===== src/rtl/wb_bus_arbiter_if.sv =====
// Writeback bus bundle between the seven result sources, the arbiter and the register-file write port.
// Build option WB_ARB_LOCK_EN adds the per-source i_lock vector.
interface wb_bus_arbiter_if #(
  parameter int DATA_W = 32,
  parameter int N_SRC  = 7
);
  logic [N_SRC-1:0]  i_req;
  logic [DATA_W-1:0] i_data_0;
  logic [DATA_W-1:0] i_data_1;
  logic [DATA_W-1:0] i_data_2;
  logic [DATA_W-1:0] i_data_3;
  logic [DATA_W-1:0] i_data_4;
  logic [DATA_W-1:0] i_data_5;
  logic [DATA_W-1:0] i_data_6;
  logic [N_SRC-1:0]  o_gnt;
  logic              i_ready;
  logic              o_valid;
  logic [DATA_W-1:0] o_data;
  logic [3:0]        o_sel;
  logic [15:0]       o_busy_cnt;
`ifdef WB_ARB_LOCK_EN
  logic [N_SRC-1:0]  i_lock;
`endif

  // Arbiter side: owns the grant vector and the registered output slot.
  modport master (
`ifdef WB_ARB_LOCK_EN
    input  i_lock,
`endif
    input  i_req,
    input  i_data_0, i_data_1, i_data_2, i_data_3, i_data_4, i_data_5, i_data_6,
    input  i_ready,
    output o_gnt,
    output o_valid,
    output o_data,
    output o_sel,
    output o_busy_cnt
  );

  // Requester/consumer side: the datapath sources plus the write-port sink.
  modport slave (
`ifdef WB_ARB_LOCK_EN
    output i_lock,
`endif
    output i_req,
    output i_data_0, i_data_1, i_data_2, i_data_3, i_data_4, i_data_5, i_data_6,
    output i_ready,
    input  o_gnt,
    input  o_valid,
    input  o_data,
    input  o_sel,
    input  o_busy_cnt
  );
endinterface


===== src/rtl/wb_bus_arbiter.sv =====
// Round-robin arbiter for seven writeback sources feeding one registered valid/ready slot.
// Define WB_ARB_LOCK_EN to let a granted source hold priority for multi-beat writebacks.
module wb_bus_arbiter #(
  parameter int DATA_W = 32,
  parameter int N_SRC  = 7
) (
  input logic             i_clk,
  input logic             i_rst_n,
  wb_bus_arbiter_if.master bus
);

  typedef enum logic {
    S_EMPTY = 1'b0,
    S_FULL  = 1'b1
  } slot_state_e;

  slot_state_e       state_q, state_d;
  logic [2:0]        rr_ptr;
  logic [2:0]        ptr_eff;
  logic [2:0]        search_start;
  logic [3:0]        cand;
  logic              gnt_any;
  logic [2:0]        gnt_idx;
  logic              slot_valid;
  logic              slot_free;
  logic              grant_fire;
  logic [N_SRC-1:0]  gnt_vec;
  logic [DATA_W-1:0] sel_word;
  logic [DATA_W-1:0] data_q;
  logic [3:0]        sel_q;
  logic [15:0]       busy_cnt;

  function automatic logic [2:0] wrap_inc(input logic [2:0] p);
    return (p >= 3'd6) ? 3'd0 : p + 3'd1;
  endfunction

  // A corrupted pointer value of 7 behaves exactly like 0.
  assign ptr_eff    = (rr_ptr > 3'd6) ? 3'd0 : rr_ptr;
  assign slot_valid = (state_q == S_FULL);
  assign slot_free  = !slot_valid || bus.i_ready;

`ifdef WB_ARB_LOCK_EN
  logic lock_hold;
  logic lock_kept;

  // While locked the pointer parks on the owner; once the owner lets go,
  // the search begins just past it so the burst yields to the next source.
  assign lock_kept    = bus.i_req[ptr_eff] && bus.i_lock[ptr_eff];
  assign search_start = (lock_hold && !lock_kept) ? wrap_inc(ptr_eff) : ptr_eff;
`else
  assign search_start = ptr_eff;
`endif

  // NOTE: every variable driven here gets a default before any branch, so no latch can be inferred.
  always_comb begin
    gnt_any = 1'b0;
    gnt_idx = 3'd0;
    cand    = 4'd0;
    for (int i = 0; i < N_SRC; i++) begin
      cand = {1'b0, search_start} + 4'(i);
      if (cand >= 4'd7) cand = cand - 4'd7;
      if (!gnt_any && bus.i_req[cand[2:0]]) begin
        gnt_any = 1'b1;
        gnt_idx = cand[2:0];
      end
    end
  end

  assign grant_fire = slot_free && gnt_any;

  always_comb begin
    gnt_vec = '0;
    if (i_rst_n && grant_fire) gnt_vec[gnt_idx] = 1'b1;
  end

  // Out-of-range select codes fall through to source 0.
  always_comb begin
    sel_word = bus.i_data_0;
    case (gnt_idx)
      3'd1:    sel_word = bus.i_data_1;
      3'd2:    sel_word = bus.i_data_2;
      3'd3:    sel_word = bus.i_data_3;
      3'd4:    sel_word = bus.i_data_4;
      3'd5:    sel_word = bus.i_data_5;
      3'd6:    sel_word = bus.i_data_6;
      default: sel_word = bus.i_data_0;
    endcase
  end

  always_comb begin
    state_d = state_q;
    case (state_q)
      S_EMPTY: if (grant_fire) state_d = S_FULL;
      S_FULL:  if (bus.i_ready && !grant_fire) state_d = S_EMPTY;
      default: state_d = S_EMPTY;
    endcase
  end

  // NOTE: sequential state uses non-blocking assignments so all flops update together at the edge.
  always_ff @(posedge i_clk or negedge i_rst_n) begin
    if (!i_rst_n) begin
      state_q <= S_EMPTY;
    end else begin
      state_q <= state_d;
    end
  end

  // NOTE: the datapath word is reset too, since the write port observes o_data=0 straight out of reset.
  always_ff @(posedge i_clk or negedge i_rst_n) begin
    if (!i_rst_n) begin
      data_q <= '0;
      sel_q  <= 4'd0;
    end else if (grant_fire) begin
      data_q <= sel_word;
      sel_q  <= {1'b0, gnt_idx};
    end
  end

  always_ff @(posedge i_clk or negedge i_rst_n) begin
    if (!i_rst_n) begin
      busy_cnt <= 16'd0;
    end else if (slot_valid && !bus.i_ready && (busy_cnt != 16'hFFFF)) begin
      busy_cnt <= busy_cnt + 16'd1;
    end
  end

`ifdef WB_ARB_LOCK_EN
  always_ff @(posedge i_clk or negedge i_rst_n) begin
    if (!i_rst_n) begin
      rr_ptr    <= 3'd0;
      lock_hold <= 1'b0;
    end else if (grant_fire) begin
      if (bus.i_lock[gnt_idx]) begin
        rr_ptr    <= gnt_idx;
        lock_hold <= 1'b1;
      end else begin
        rr_ptr    <= wrap_inc(gnt_idx);
        lock_hold <= 1'b0;
      end
    end else if (lock_hold && !lock_kept) begin
      rr_ptr    <= wrap_inc(ptr_eff);
      lock_hold <= 1'b0;
    end
  end
`else
  always_ff @(posedge i_clk or negedge i_rst_n) begin
    if (!i_rst_n) begin
      rr_ptr <= 3'd0;
    end else if (grant_fire) begin
      rr_ptr <= wrap_inc(gnt_idx);
    end
  end
`endif

  assign bus.o_gnt      = gnt_vec;
  assign bus.o_valid    = slot_valid;
  assign bus.o_data     = data_q;
  assign bus.o_sel      = sel_q;
  assign bus.o_busy_cnt = busy_cnt;

endmodule


===== src/flat_wrapper.sv =====
// flat-port wrapper written by rule: the top's interface ports become plain ports
module wb_bus_arbiter_flat 
#(
  parameter int DATA_W = 32,
  parameter int N_SRC  = 7
)
  (i_clk, i_rst_n, bus_i_req, bus_i_data_0, bus_i_data_1, bus_i_data_2, bus_i_data_3, bus_i_data_4, bus_i_data_5, bus_i_data_6, bus_i_ready, bus_o_gnt, bus_o_valid, bus_o_data, bus_o_sel, bus_o_busy_cnt);
  wb_bus_arbiter_if #(.DATA_W(DATA_W), .N_SRC(N_SRC)) bus_i ();
  input logic i_clk;
  input logic i_rst_n;
  input wire logic [$bits(bus_i.i_req)-1:0] bus_i_req;
  input wire logic [$bits(bus_i.i_data_0)-1:0] bus_i_data_0;
  input wire logic [$bits(bus_i.i_data_1)-1:0] bus_i_data_1;
  input wire logic [$bits(bus_i.i_data_2)-1:0] bus_i_data_2;
  input wire logic [$bits(bus_i.i_data_3)-1:0] bus_i_data_3;
  input wire logic [$bits(bus_i.i_data_4)-1:0] bus_i_data_4;
  input wire logic [$bits(bus_i.i_data_5)-1:0] bus_i_data_5;
  input wire logic [$bits(bus_i.i_data_6)-1:0] bus_i_data_6;
  input wire logic [$bits(bus_i.i_ready)-1:0] bus_i_ready;
  output wire logic [$bits(bus_i.o_gnt)-1:0] bus_o_gnt;
  output wire logic [$bits(bus_i.o_valid)-1:0] bus_o_valid;
  output wire logic [$bits(bus_i.o_data)-1:0] bus_o_data;
  output wire logic [$bits(bus_i.o_sel)-1:0] bus_o_sel;
  output wire logic [$bits(bus_i.o_busy_cnt)-1:0] bus_o_busy_cnt;
  assign bus_i.i_req = bus_i_req;
  assign bus_i.i_data_0 = bus_i_data_0;
  assign bus_i.i_data_1 = bus_i_data_1;
  assign bus_i.i_data_2 = bus_i_data_2;
  assign bus_i.i_data_3 = bus_i_data_3;
  assign bus_i.i_data_4 = bus_i_data_4;
  assign bus_i.i_data_5 = bus_i_data_5;
  assign bus_i.i_data_6 = bus_i_data_6;
  assign bus_i.i_ready = bus_i_ready;
  assign bus_o_gnt = bus_i.o_gnt;
  assign bus_o_valid = bus_i.o_valid;
  assign bus_o_data = bus_i.o_data;
  assign bus_o_sel = bus_i.o_sel;
  assign bus_o_busy_cnt = bus_i.o_busy_cnt;
  wb_bus_arbiter #(.DATA_W(DATA_W), .N_SRC(N_SRC)) u_core (.i_clk(i_clk), .i_rst_n(i_rst_n), .bus(bus_i));
endmodule

===== config.mk =====
export PLATFORM = sky130hd
export DESIGN_NAME = wb_bus_arbiter_flat
export DESIGN_NICKNAME = d
export VERILOG_FILES = /design/src/rtl/wb_bus_arbiter_if.sv /design/src/rtl/wb_bus_arbiter.sv /design/src/flat_wrapper.sv
export SDC_FILE = /design/constraint.sdc
export NUM_CORES = 1
export LEC_CHECK = 0
export ABC_AREA = 1
export CAP_MARGIN = 20
export CORE_ASPECT_RATIO = 0.9
export CORE_MARGIN = 4
export CORE_UTILIZATION = 40
export DETAILED_ROUTE_END_ITERATION = 10
export GPL_TIMING_DRIVEN = 0
export PLACE_DENSITY = 0.88
export SKIP_LAST_GASP = 1
export SYNTH_ARGS = -nofsm -noshare
export SYNTH_HDL_FRONTEND = slang
export SYNTH_SLANG_ARGS = --single-unit

===== constraint.sdc =====
create_clock -name i_clk -period 10.74 [get_ports i_clk]
set_clock_uncertainty 0.05 [all_clocks]
set_input_delay 2.148 -clock i_clk [delete_from_list [all_inputs] [get_ports i_clk]]
set_output_delay 2.148 -clock i_clk [all_outputs]
set_load 0.01 [all_outputs]

## After elaboration in Yosys (flattened, before gate mapping)

Index checks and enable logic that the tools add are counted.

- Add/subtract/negate cells: 15
- Multipliers: 0
- Div/mod/pow operators: 0
- $lt $le $gt $ge: 18
- Equal/unequal tests: 7
- Shift operators: 0
- Mux-type cells: 44
- Bitwise logic cells: 1
- Reduce and logical (&&, ||, !) cells: 22

Operators by type and width:

| operator | number |
|---|---|
| $pmux W32 S6 | 1 |
| $mux W3 | 16 |
| $lt A3 B4 Y1 const B | 8 |
| $ge A4 B3 Y1 const B | 6 |
| $bmux W1 S3 | 7 |
| $sub A3 B3 Y3 const B | 7 |
| $mux W1 | 17 |
| $add A16 B1 Y16 const B | 1 |
| $ne A16 B16 Y1 const B | 1 |
| $add A3 B3 Y4 const B | 3 |
| $logic_and A1 B1 Y1 | 12 |
| $eq A3 B3 Y1 const B | 3 |
| $logic_not A1 Y1 | 9 |
| $add A3 B2 Y4 const B | 2 |
| $mux W7 | 1 |
| $eq A3 B2 Y1 const B | 2 |
| $ge A3 B3 Y1 const B | 2 |
| $add A3 B1 Y4 const B | 1 |
| $add A3 B1 Y3 const B | 1 |
| $demux W1 S3 | 1 |
| $eq A3 B1 Y1 const B | 1 |
| $ge A3 B1 Y1 const B | 1 |
| $gt A3 B3 Y1 const B | 1 |
| $pmux W1 S2 | 1 |
| 2 further kinds | 2 |

- Register bits after elaboration: 55
- Bits in latches: 0
- RAM bits: 0
- Bits in read-only memories: 0
- Input bits: 234
- Output and inout port bits: 60
- Word-level logic and storage cells: 112
- Memories kept: 0

## Logic depth before layout (Yosys ltp)

Gate-level depths: netlist of run 1.

- Depth in word-level cells: 30
- Gate-level depth with buffers: 36
- Depth with buffers taken out: 34

## Worst setup path before layout of run 1

No wires, ideal clock.

- Kind: input-to-output
- From: in bus_i_req[2]
- To: out bus_o_gnt[0]
- Arrival time: 3824 ps
- Data required time: 8542 ps
- Slack: 4718 ps
- Stages: 17
- Path buffers: 2
- Cells stage by stage: inv_1 nand3_1 nand2_1 nand2_1 nand3_1 nand2_1 nor2_4 nand3_1 nand2_1 nand3_1 nand2_2 nand3_2 buf_6 buf_4 inv_1 nand2_1 nor2_1

- Word-level cells in the longest chain between the ends: 26
- Elaborated cells between the ends (all ways): 48
- Classes of those cells: 2 x order compare; 31 x mux; 15 x reduce/logical

Ends and longest elaborated chain:

| element | line | RTL |
|---|---|---|
| from (decl) | flat_wrapper.sv:11 | `input wire logic [$bits(bus_i.i_req)-1:0] bus_i_req;` |
| $bmux W1 S3 | wb_bus_arbiter.sv:62 | `if (!gnt_any && bus.i_req[cand[2:0]]) begin` |
| $mux W1 (not written as such) | wb_bus_arbiter.sv:62 |  |
| $mux W1 | wb_bus_arbiter.sv:62 |  |
| $logic_not A1 Y1 | wb_bus_arbiter.sv:62 |  |
| $logic_and A1 B1 Y1 | wb_bus_arbiter.sv:62 |  |
| $mux W1 | wb_bus_arbiter.sv:62 |  |
| $logic_not A1 Y1 | wb_bus_arbiter.sv:62 |  |
| $logic_and A1 B1 Y1 | wb_bus_arbiter.sv:62 |  |
| (+10 left out) | n/a |  |
| $logic_not A1 Y1 | wb_bus_arbiter.sv:62 |  |
| $logic_and A1 B1 Y1 | wb_bus_arbiter.sv:62 |  |
| $mux W3 | wb_bus_arbiter.sv:62 |  |
| $lt A3 B4 Y1 (not written as such) or $ge A3 B1 Y1 (tied branches) | wb_bus_arbiter.sv:73 | `if (i_rst_n && grant_fire) gnt_vec[gnt_idx] = 1'b1;` |
| $logic_and A1 B1 Y1 (not written as such) | wb_bus_arbiter.sv:73 |  |
| $mux W1 (not written as such) | wb_bus_arbiter.sv:73 |  |
| $demux W1 S3 | n/a |  |
| $mux W7 * | wb_bus_arbiter.sv:73 |  |
| to (decl) | flat_wrapper.sv:20 | `output wire logic [$bits(bus_i.o_gnt)-1:0] bus_o_gnt;` |

Every way passes the cells marked *; elsewhere a longest branch is shown, timed or not. The select of a mux whose other input is x is not followed.

## Worst setup path after layout of run 1

- From: in bus_i_req[2]
- To: out bus_o_gnt[3]

The elaborated chain is that of the path after synthesis.

==> flow_summary_export.csv, run 1 <==
group,metric,value,unit
clock_tree,cts.path.max_buffers,2,
cells_and_area,drive_above_1_share,4.04,%
sta,finalHoldViolCount,0,
die,dieArea,17700,sq um
logic_synthesis,yosys.area_share.simple,50.6,%
detailed_routing,viasPerCell,4.97,
clock_tree,postCtsSetupRepairBufs,0,
grt,grt_pass1_vias,7744,
critical_path,cp-start-kind,"primary input",
detailed_routing,ant_nets,0,
logic_synthesis,yosysSeqAreaShare,22.0,%
die,ios,294,
job,drv_cap,0,
clock_tree,cts.sinks,55,
clock_tree,cts-root-buf,"clkbuf_16",
clock_tree,clk_pin_slew,0.07,ns
placement,hpwl,22200,um
logic_synthesis,yosys.area_share.adder,2.40,%
logic_synthesis,ys_warn_count,0,
logic_synthesis,synth.distinct_cells,33,
logic_synthesis,synth_top_family_by_area,"simple AND/OR/NAND/NOR gates",
sta,slew_violations,0,
run_status,outcome,"finished clean",
sta,setup_tns,0,ns
logic_synthesis,syn_avg_cell_area,5.51,sq um
cells_and_area,fin_nets,1679,
detailed_routing,first_pass_iters,7,
logic_synthesis,synth_compound_area_share,7.21,%
logic_synthesis,synthCells,1133,
cells_and_area,postLayoutCoreUtil,62.3,%
clock_tree,cts_resized,0,
placement,gp_congestion,1.02,
logic_synthesis,synth_mux_area_share,0,%
grt,antenna_found_initial,1,
grt,grtUsageTotal,29.0,%
sta,grt_setup_unrepaired,"no",
die,dieHeight,127,um
logic_synthesis,synthXorXnorAreaFrac,2.10,%
clock_tree,clock_latency,0.31,ns
clock_tree,cts_tree,"yes",
die,coreArea,15400,sq um
die,initial_core_util,40.6,%
detailed_routing,wl_per_cell,16.5,um
detailed_routing,drt_iter0_drc,632,
sta,max_freq,0.128,GHz
die,placementRows,43,
grt,grt_max_degree,32,
sta,fin_crit,7.78,ns
critical_path,cp_max_fo,10,
detailed_routing,vias,8138,
sta,maxSlewHeadroom,59.3,%
grt,grt_pass1_wl,40700,um
min_path,worstHoldPathType,"reg2reg",
grt,grt.overflow.total,0,
critical_path,end_kind,"output pin",
critical_path,crit_arrival,5.59,ns
critical_path,worstPathRequired,8.54,ns
sta,worst_slew_pin_slew,0.611,ns
die,die_x,140,um
clock_tree,hold_buffers,0,
sta,finalSetupViolations,0,
detailed_routing,routed_wl,27000,um
placement,io_buffers,292,
logic_synthesis,ys_ff_latch,55,
logic_synthesis,netlist_area,6240,sq um
critical_path,worstSetupPathType,"in2out",
detailed_routing,drc,0,
clock_tree,numCtsBuffers,5,
cells_and_area,area_growth,53.6,%
clock_tree,h-tree-depth,2,
sta,period_share,72.5,%
logic_synthesis,synth_nets,1379,
layer usage:
| layer | global-route usage, % | routed length, um |
|---|---|---|
| met5 | 0 | 0 |
| met2 | 49.9 | 12900 |
| met4 | 10.8 | 1090 |
| met1 | 35.7 | 11100 |
| met3 | 6.07 | 1920 |
cells in the final DEF, fill, tap and decap left out, drive strengths merged, types with 2 or more instances in the layout:
master and count:
nand2 424, o211ai 5, ha 12, o21ai 26, inv 190, nor3 4, clkinv 2, dfrtp 55
nand3 168, a21oi 5, xnor2 4, o21bai 31, xor2 11, nand4 40, clkbuf 30, buf 31
nor2 100, clkdlybuf4s50 291
logic make-up (layout without fill, tap and decap cells):
logic type               count (synthesis)  in the layout
XOR/XNOR                                15             15
flip-flops                              55             55
AND/OR/NAND/NOR                        737            737
adder cells (fa/ha/maj)                 12             12
other                                    1              2
buffers and inverters                  243            544
AO/OA/AOI/OAI                           70             70
area by class of cell:
cell class	instances	area, sq um
Clock inverter	3	26.3
Tap cell	202	253
Multi-Input combinational cell	835	3890
Inverter	189	709
Timing Repair Buffer	293	2940
Fill cell	1494	5800
Clock buffer	5	125
Buffer	54	264
Antenna cell	1	2.50
Sequential cell	55	1380
path summary, 6_finish.rpt:
| kind | from | endpoint | slack, ns | cells after the start |
|---|---|---|---|---|
| min reg2reg | u_core.bus.o_data[26] | u_core.bus.o_data[26] | 0.44 | 2 |
| min | u_core.bus.o_data[26] | u_core.bus.o_data[26] | 0.44 | 2 |
| max | bus_i_req[2] | bus_o_gnt[3] | 2.96 | 17 |
| max in group asynchronous | i_rst_n | u_core.bus.o_data[23] | 8.24 | 2 |
| min in group asynchronous | i_rst_n | u_core.bus.o_busy_cnt[10] | 1.78 | 1 |
| max reg2reg | u_core.rr_ptr[0] | u_core.bus.o_data[6] | 4.76 | 31 |
critical path: stages:
cell	delay [ns]
clkdlybuf4s50_1	0.50
inv_1	0.21
nand3_1	0.10
nand2_1	0.07
nand2_1	0.06
nand3_1	0.08
nand2_1	0.12
nor2_4	0.17
nand3_1	0.13
nor2_2	0.19
nand3_1	0.13
nand2_1	0.21
clkinv_1	0.34
clkbuf_1	0.33
nand3_1	0.24
nor2_1	0.07
clkdlybuf4s50_1	0.48
cells in the mapped netlist:
library cell / count / area share (%)
nand2_1: 415 / 25
inv_1: 186 / 11
nand3_1: 164 / 13
nor2_1: 96 / 5.8
dfrtp_1: 55 / 22
nand4_1: 38 / 3.8
o21bai_1: 31 / 3.7
clkbuf_1: 25 / 1.5
o21ai_0: 24 / 1.9
buf_2: 16 / 1.3
ha_1: 12 / 2.4
xor2_1: 11 / 1.5
buf_4: 9 / 1.1
nand2_2: 9 / 0.90
o211ai_1: 5 / 0.60
a21oi_1: 4 / 0.32
nand3_2: 4 / 0.64
nor3_1: 4 / 0.32
xnor2_1: 4 / 0.56
buf_1: 3 / 0.18
inv_2: 2 / 0.12
nand4_2: 2 / 0.40
nor2_2: 2 / 0.20
nor2_4: 2 / 0.36
o21ai_1: 2 / 0.16
a21oi_2: 1 / 0.14
a31oi_1: 1 / 0.10
buf_6: 1 / 0.18
clkinv_1: 1 / 0.060
conb_1: 1 / 0.060
nor4_1: 1 / 0.10
o221ai_1: 1 / 0.14
o22ai_1: 1 / 0.10
through the flow:
stage	cell area [sq um]	hold WS, ns	worst slack (ns)	instances
finish	9590	0.437	2.96	1637
CTS	9590	0.437	3.00	1636
floorplan	6240	0.465	4.72	1133
global placement	9420	0.412	2.71	1627
detailed placement	9440	0.415	3.01	1628
global route	9590	0.453	2.68	1637
flip-flops by register name (all words and copies together), names as in the netlist:
register,flops
u_core.bus.o_busy_cnt,16
u_core.bus.o_data,32
u_core.bus.o_valid,1
u_core.rr_ptr,3
u_core.bus.o_sel,3
Power of run 1 is not shown: default switching activity piles up to over one toggle a cycle in this logic, so the estimate is an artifact.
==> run 2, diff against run 1 <==
==> constraint.sdc (replaced) <==
create_clock -name i_clk -period 7.4 [get_ports i_clk]
set_clock_uncertainty 0.05 [all_clocks]
set_input_delay 1.48 -clock i_clk [delete_from_list [all_inputs] [get_ports i_clk]]
set_output_delay 1.48 -clock i_clk [all_outputs]
set_load 0.01 [all_outputs]
==> results of run 2 <==
The final DEF is identical to that of run 1. Status: finished clean.
Main changes from that run: setup slack after placement 3.01 ns -> 1.00 ns; setup slack after layout 2.96 ns -> 0.770 ns; start point of the critical path bus_i_req[2] -> u_core.rr_ptr[0]; register-to-register setup slack 4.76 ns -> 1.42 ns
Power of run 2 is left out for the same reason.
